File: src/rtl/cpa_pipe.sv
// cpa_pipe: pipelined final carry-propagate adder for the Wallace tree
// multiplier. The W-bit add is cut into SEG segments of SW = W/SEG bits,
// one segment per stage, with a valid/ready handshake on both sides and
// per-stage bubble collapsing.
// Optional feature macro: CPA_OVF_EN -- when defined, out_ovf_o reports
// signed two's-complement overflow; when undefined it is tied to 0.
module cpa_pipe #(
  parameter int W   = 16,
  parameter int SEG = 4
) (
  input  logic         clk,
  input  logic         rst_n,
  input  logic         in_valid_i,
  output logic         in_ready_o,
  input  logic [W-1:0] in_a_i,
  input  logic [W-1:0] in_b_i,
  input  logic         in_cin_i,
  output logic         out_valid_o,
  input  logic         out_ready_i,
  output logic [W-1:0] out_sum_o,
  output logic         out_cout_o,
  output logic         out_ovf_o
);

  localparam int SW = W / SEG;

  // Chains indexed by stage boundary: index 0 is the upstream input,
  // index k+1 is the register output of stage k.
  logic [SEG-1:0] acc_s;
  logic [SEG:0]   v_s;
  logic [SEG:0]   c_s;
  logic [W-1:0]   sum_s [SEG+1];
  logic [W-1:0]   a_s   [SEG];
  logic [W-1:0]   b_s   [SEG];
  logic           ovf_s;

  assign v_s[0]   = in_valid_i;
  assign c_s[0]   = in_cin_i;
  assign sum_s[0] = '0;
  assign a_s[0]   = in_a_i;
  assign b_s[0]   = in_b_i;

  // Accept chain: a stage can load when it is empty or its successor loads.
  always_comb begin
    acc_s        = '0;
    acc_s[SEG-1] = !v_s[SEG] || out_ready_i;
    for (int k = SEG - 2; k >= 0; k--) begin
      acc_s[k] = !v_s[k+1] || acc_s[k+1];
    end
  end

  for (genvar k = 0; k < SEG; k++) begin : g_stage
    logic [SW:0]  seg_s;
    logic [W-1:0] sum_d;
    logic         v_q;
    logic         c_q;
    logic [W-1:0] sum_q;

    // Segment k of both operands plus the carry arriving from below.
    assign seg_s = {1'b0, a_s[k][k*SW +: SW]} + {1'b0, b_s[k][k*SW +: SW]}
                 + {{SW{1'b0}}, c_s[k]};

    // Merge the new segment into the partial sum carried from below.
    always_comb begin
      sum_d              = sum_s[k];
      sum_d[k*SW +: SW]  = seg_s[SW-1:0];
    end

    // Stage register: valid bit, partial sum and segment carry.
    always_ff @(posedge clk or negedge rst_n) begin
      if (!rst_n) begin
        v_q   <= 1'b0;
        c_q   <= 1'b0;
        sum_q <= '0;
      end else if (acc_s[k]) begin
        v_q   <= v_s[k];
        c_q   <= seg_s[SW];
        sum_q <= sum_d;
      end
    end

    assign v_s[k+1]   = v_q;
    assign c_s[k+1]   = c_q;
    assign sum_s[k+1] = sum_q;

    if (k < SEG - 1) begin : g_fwd
      logic [W-1:0] a_q;
      logic [W-1:0] b_q;

      // Carry the operands forward; upper segments and sign bits ride along.
      always_ff @(posedge clk or negedge rst_n) begin
        if (!rst_n) begin
          a_q <= '0;
          b_q <= '0;
        end else if (acc_s[k]) begin
          a_q <= a_s[k];
          b_q <= b_s[k];
        end
      end

      assign a_s[k+1] = a_q;
      assign b_s[k+1] = b_q;
    end else begin : g_last
`ifdef CPA_OVF_EN
      logic ovf_q;

      // Overflow flag built from this transaction's own sign bits.
      always_ff @(posedge clk or negedge rst_n) begin
        if (!rst_n) begin
          ovf_q <= 1'b0;
        end else if (acc_s[k]) begin
          ovf_q <= (a_s[k][W-1] == b_s[k][W-1]) && (sum_d[W-1] != a_s[k][W-1]);
        end
      end

      assign ovf_s = ovf_q;
`else
      assign ovf_s = 1'b0;
`endif
    end
  end

  assign in_ready_o  = acc_s[0];
  assign out_valid_o = v_s[SEG];
  assign out_sum_o   = sum_s[SEG];
  assign out_cout_o  = c_s[SEG];
  assign out_ovf_o   = ovf_s;

endmodule

File: config.mk
export PLATFORM = sky130hd
export DESIGN_NAME = cpa_pipe
export DESIGN_NICKNAME = d
export VERILOG_FILES = /design/src/rtl/cpa_pipe.sv
export SDC_FILE = /design/constraint.sdc
export NUM_CORES = 1
export LEC_CHECK = 0
export CORE_MARGIN = 2
export CORE_UTILIZATION = 55
export CTS_CLUSTER_SIZE = 30
export DETAILED_ROUTE_END_ITERATION = 12
export HOLD_SLACK_MARGIN = 0.15
export PLACE_DENSITY = 0.8
export SYNTH_ARGS = -nofsm -noshare
export SYNTH_HDL_FRONTEND = slang
export SYNTH_SLANG_ARGS = --single-unit
File: constraint.sdc
create_clock -name clk -period 2.3 [get_ports clk]
set_input_delay 0.46 -clock clk [delete_from_list [all_inputs] [get_ports clk]]
set_output_delay 0.46 -clock clk [all_outputs]
set_load 0.01 [all_outputs]
# [Word level (Yosys, flattened, before mapping)]
# Cells that the tools add are included.
# W data, S select, Z words.
[op_classes] n_addsub=8 n_reduce_logical=8
[ops] op="$add A4 B4 Y5" count=4
[ops] op="$add A5 B1 Y5" count=4
[ops] op="$logic_not A1 Y1" count=4
[ops] op="$logic_or A1 B1 Y1" count=4
[totals] ff_bits=144 in_bits=37 elab_cells=34

# [Logic depth before layout (Yosys ltp)]
[logic_depth] depth_word=5 depth_mapped=6 depth_no_buf=6

# [Worst setup path after synthesis]
# OpenSTA, ideal clock, no wires.
[synth_timing] path_kind="register -> register" from="reg g_stage[1].c_q" to="reg g_stage[2].c_q" required_ns=2.164 arrival_ns=1.599 setup_ns=0.136 stages_incl_launch_ff=6 setup_slack_ns=0.565 period_less_slack_ns=1.735 path_buffers=0 cell_sequence="dfrtp_1 > fa_1 > fa_1 > a21o_1 > a21oi_1 > a21oi_1"
[synth_via] elab_chain_cells=1
[synth_lines] item="start: declaration" line_no="56" source="logic c_q;"
[synth_lines] item="start signal: assignment" line_no="77" source="c_q <= seg_s[SW];"
[synth_lines] item="$add A5 B1 Y5" line_no="61" source="+ {{SW{1'b0}}, c_s[k]};"
[synth_lines] item="end signal: assignment" line_no="77"
[synth_lines] item="end: declaration" line_no="56"
# Every way passes these cells.
# A chain may end at the register's enable or synchronous reset.

# [Final worst setup path]
[layout_timing] from="reg g_stage[3].v_q (netlist: out_valid_o)" to="out in_ready_o"
[layout_via] elab_chain_cells=5
[layout_lines] item="start: declaration" line_no="55" source="logic v_q;"
[layout_lines] item="start signal: assignment" line_no="76" source="v_q <= v_s[k];"
[layout_lines] item="$logic_not A1 Y1" line_no="46" source="acc_s[SEG-1] = !v_s[SEG] || out_ready_i;"
[layout_lines] item="$logic_or A1 B1 Y1" line_no="46"
[layout_lines] item="$logic_or A1 B1 Y1 (3 in a row)" line_no="48" source="acc_s[k] = !v_s[k+1] || acc_s[k+1];"
[layout_lines] item="end: declaration" line_no="14" source="output logic in_ready_o,"
# Every way passes these cells.

==> metrics.csv <==
stage;metric;value;unit
run_status;status;finished, final reports clean;
routing;top sig layer;met4;
cts;TritonCTS clock tree;yes;
floorplanning;DIE AREA;8440;µm²
global_route;number of antenna violations at the first check in global routing;0;
logic_synthesis;fraction of post-synthesis cell area in the top cell type by area;56.5;%
cts;clock insertion delay at the later pin of the skew report;0.36;ns
cts;clock slew seen by the registers of the worst setup and hold paths;0.09;ns
floorplanning;width of the chip;91.9;µm
timing;Final Max Tran Viols;0;
routing;starting DRC count in detailed routing;138;
logic_synthesis;average instance area after synthesis;11.6;µm²
routing;routed vias/inst;5.07;
logic_synthesis;Commonest cells post-synth;nand2_1 (106), dfrtp_1 (96), mux2_4 (26), mux2_2 (16), inv_1 (15);
timing;Tightest Pin Transition;0.563;ns
logic_synthesis;ys async rst share;100;%
cts;Max Buffers Root-to-Sink;2;
logic_synthesis;number of enable flip-flop cells after synthesis;0;
worst_setup_path;ordered cell list for the critical path;and4b_2 -> nand2_4 -> clkdlybuf4s50_1;
cts;CTS buffer count;9;
routing;met1 layer wirelength in the final routing;3330;µm
final_layout;ratio of cells with drive above 1 in the final layout;16.7;%
logic_synthesis;cells after synthesis;365;
timing;worst rel slew slack;62.5;%
worst_setup_path;Arr. time, crit path;1.70;ns
job;max-cap viol count;0;
placed_design;detailed placer's ending HPWL;5270;µm
cts;Post-CTS Setup Inserts;0;
global_route;maximum number of pins on one net before global-route repair;45;
power_and_ir_drop;Leak;2.51;nW
worst_setup_path;crit path launch type;flop;
worst_setup_path;crit path max-delay cell type;clkdlybuf4s50_1;
timing;f_max;0.462;GHz
final_layout;n_diodes;0;
routing;antenna-violating nets left;0;
cts;Clock H-tree levels;3;
floorplanning;# rows;32;
logic_synthesis;prevailing post-synth register cell;dfrtp_1;
placed_design;placer congestion estimate;0.788;
worst_setup_path;number of cells on the critical path;3;
placed_design;Cell Area, Placed;4920;µm²
timing;setup TNS;0;ns
logic_synthesis;most repeated cell in the gate-level netlist after synthesis;nand2_1;
routing;total wire length after detailed routing;7180;µm
worst_setup_path;Worst Setup Path Type;reg2out;
worst_setup_path;critical path data required time;1.84;ns
placed_design;number of buffers inserted by port buffering;55;
routing;Post-route DRC;0;
global_route;gr ovfl total;0;
worst_setup_path;worst stage delay on the critical path;0.53;ns
global_route;first-pass GRT wire length;12600;µm
worst_setup_path;setup slack on the worst flop-to-flop path;0.47;ns
routing;met2 routed wirelength;3510;µm
logic_synthesis;FF+latch count, synth;96;
min_path;count of cells along the worst hold path;2;
power_and_ir_drop;Total Power;5.01;mW
logic_synthesis;Syn. warnings;0;
timing;unrepaired setup endpoints after global routing;false;
final_layout;layout net count;482;
floorplanning;I/O pin cnt;57;
worst_setup_path;kind of end point of the critical path;primary output;
final_layout;total non-filler cell area in the finished layout;5180;µm²
timing;Clock Skews;0.0102;ns
logic_synthesis;share of the yosys chip area belonging to registers;56.5;%
final_layout;area overhead of the layout relative to synthesis;22.0;%
logic_synthesis;count of different cell masters after synthesis;37;
routing;drt pass-1 iters;4;
floorplanning;standard cell core area;7610;µm²
global_route;via count of the first global-routing pass;2708;
final_layout;filler cell count in the final layout;551;
timing;number of setup violations in the final report;0;
cts;buffer type at the clock tree root;clkbuf_8;
routing;met3 wire len;190;µm
logic_synthesis;largest area contributor in the synthesized netlist;dfrtp_1;
logic_synthesis;synthesized net count;422;
logic_synthesis;top cells by area in the synthesized netlist;dfrtp_1 (57%), nand2_1 (9.4%), mux2_4 (9.2%);
floorplanning;chip height;91.9;µm
routing;post-DR wirelength/cell;13.5;µm
worst_setup_path;cell type group with the largest total delay on the critical path;buffers and inverters;
cts;number of clock sinks seen by CTS;96;
global_route;overall routing resource usage;19.0;%
power_and_ir_drop;worst ir drop on vdd;0.000478;V
timing;number of hold-slack violations in the final timing report;0;
timing;min cycle time layout;2.16;ns
timing;fin worst setup slack;0.135;ns
timing;fraction of the cycle the final worst path needs;94.1;%
worst_setup_path;Buffers & Inverters on Critical Path;1;
placed_design;Post-Place Setup Slack;-0.0434;ns
routing;vias;2697;
power_and_ir_drop;power per cell area;967;nW/µm²
worst_setup_path;CP Max Fanout;6;
min_path;Hold WC Path Type;reg2reg;
logic_synthesis;post-synthesis instance area;4250;µm²
worst_setup_path;r2r worst-path depth;5;
floorplanning;Initial Utilization;55.9;%
==> area by class of cell <==
| cell class | count | area, µm² | area share, % |
|---|---|---|---|
| timing repair buffer | 65 | 649 | 12.5 |
| inverter | 15 | 56.3 | 1.09 |
| clock inverter | 6 | 115 | 2.22 |
| sequential | 96 | 2400 | 46.3 |
| tap | 102 | 128 | 2.46 |
| multi-input combinational | 238 | 1700 | 32.7 |
| clock buffer | 10 | 138 | 2.65 |
==> per-stage QoR <==
stage / utilization, % / instances / hold slack [ns]
2_1_floorplan: - / 365 / 0.164
4_1_cts: 68.2 / 532 / 0.476
6_report: 68.2 / 532 / 0.470
3_3_place_gp: 64.7 / 515 / 0.448
5_1_grt: 68.2 / 532 / 0.497
3_5_place_dp: 64.7 / 515 / 0.455
==> metal layers <==
layer	up-vias	track usage (%)
met5	-	0
met4	0	8.08
met3	11	2.55
met2	45	30.2
met1	1324	26.6
li1	1317	-
==> state kept, by name, summed over array words and instances (netlist names) <==
name               count
g_stage.sum_q         24
out_cout_o             1
g_stage.g_fwd.a_q     24
g_stage.v_q            3
g_stage.g_fwd.b_q     24
g_stage.c_q            3
out_valid_o            1
out_sum_o             16
==> cells in the final DEF (no fill, tap or decap), types with 2 or more instances in the layout <==
| cell | n |
|---|---|
| bufinv_16 | 3 |
| xor2_1 | 2 |
| nand2_1 | 106 |
| clkbuf_8 | 10 |
| a21oi_1 | 14 |
| nand2b_1 | 4 |
| buf_12 | 2 |
| buf_4 | 8 |
| mux2_4 | 26 |
| nor2b_1 | 5 |
| clkdlybuf4s50_1 | 53 |
| fa_1 | 8 |
| nand3_1 | 4 |
| nor2_1 | 12 |
| xnor2_1 | 2 |
| ha_1 | 12 |
| nor3_1 | 3 |
| mux2_2 | 16 |
| o21ai_0 | 7 |
| inv_1 | 15 |
| dfrtp_1 | 96 |
==> final timing paths <==
kind                           startpoint                       end
setup reg to reg           g_stage[1].c_q            g_stage[2].c_q
max in group asynchronous           rst_n       g_stage[0].sum_q[1]
hold reg to reg              out_sum_o[6]              out_sum_o[6]
hold / removal               out_sum_o[6]              out_sum_o[6]
setup / recovery              out_valid_o                in_ready_o
min in group asynchronous           rst_n  g_stage[0].g_fwd.a_q[14]
==> worst register-to-register path, stage by stage (launching register included) <==
cell and delay (ns):
dfrtp_1 0.41, fa_1 0.47, fa_1 0.42, a21o_1 0.19
a21oi_1 0.15, a21oi_1 0.08
==> power by group <==
part / total (mW) / leakage (nW) / switching (mW) / internal (mW)
Clock: 1.33 / 0.123 / 0.568 / 0.757
Combinational: 1.32 / 1.26 / 0.591 / 0.732
Sequential: 2.36 / 1.13 / 0.251 / 2.11
Total: 5.01 / 2.51 / 1.41 / 3.60
==> kinds of logic after synthesis <==
kind of cell | synth area share (%)
AOI/OAI and AO/OA | 3.95
xor gates and xnor gates | 0.825
adders and majority gates | 7.30
buffers and inverters | 3.56
DFF | 56.5
muxes | 13.7
other | 0.0883
and+or+nand+nor | 14.1
==> what timing repair did <==
item	in CTS	in global routing
hold buffers	1	0
gates resized for setup	2	0
endpoints found under the setup margin	1	0
hold endpoints to repair	42	0
No activity file was read; power rests on OpenSTA's default activity.
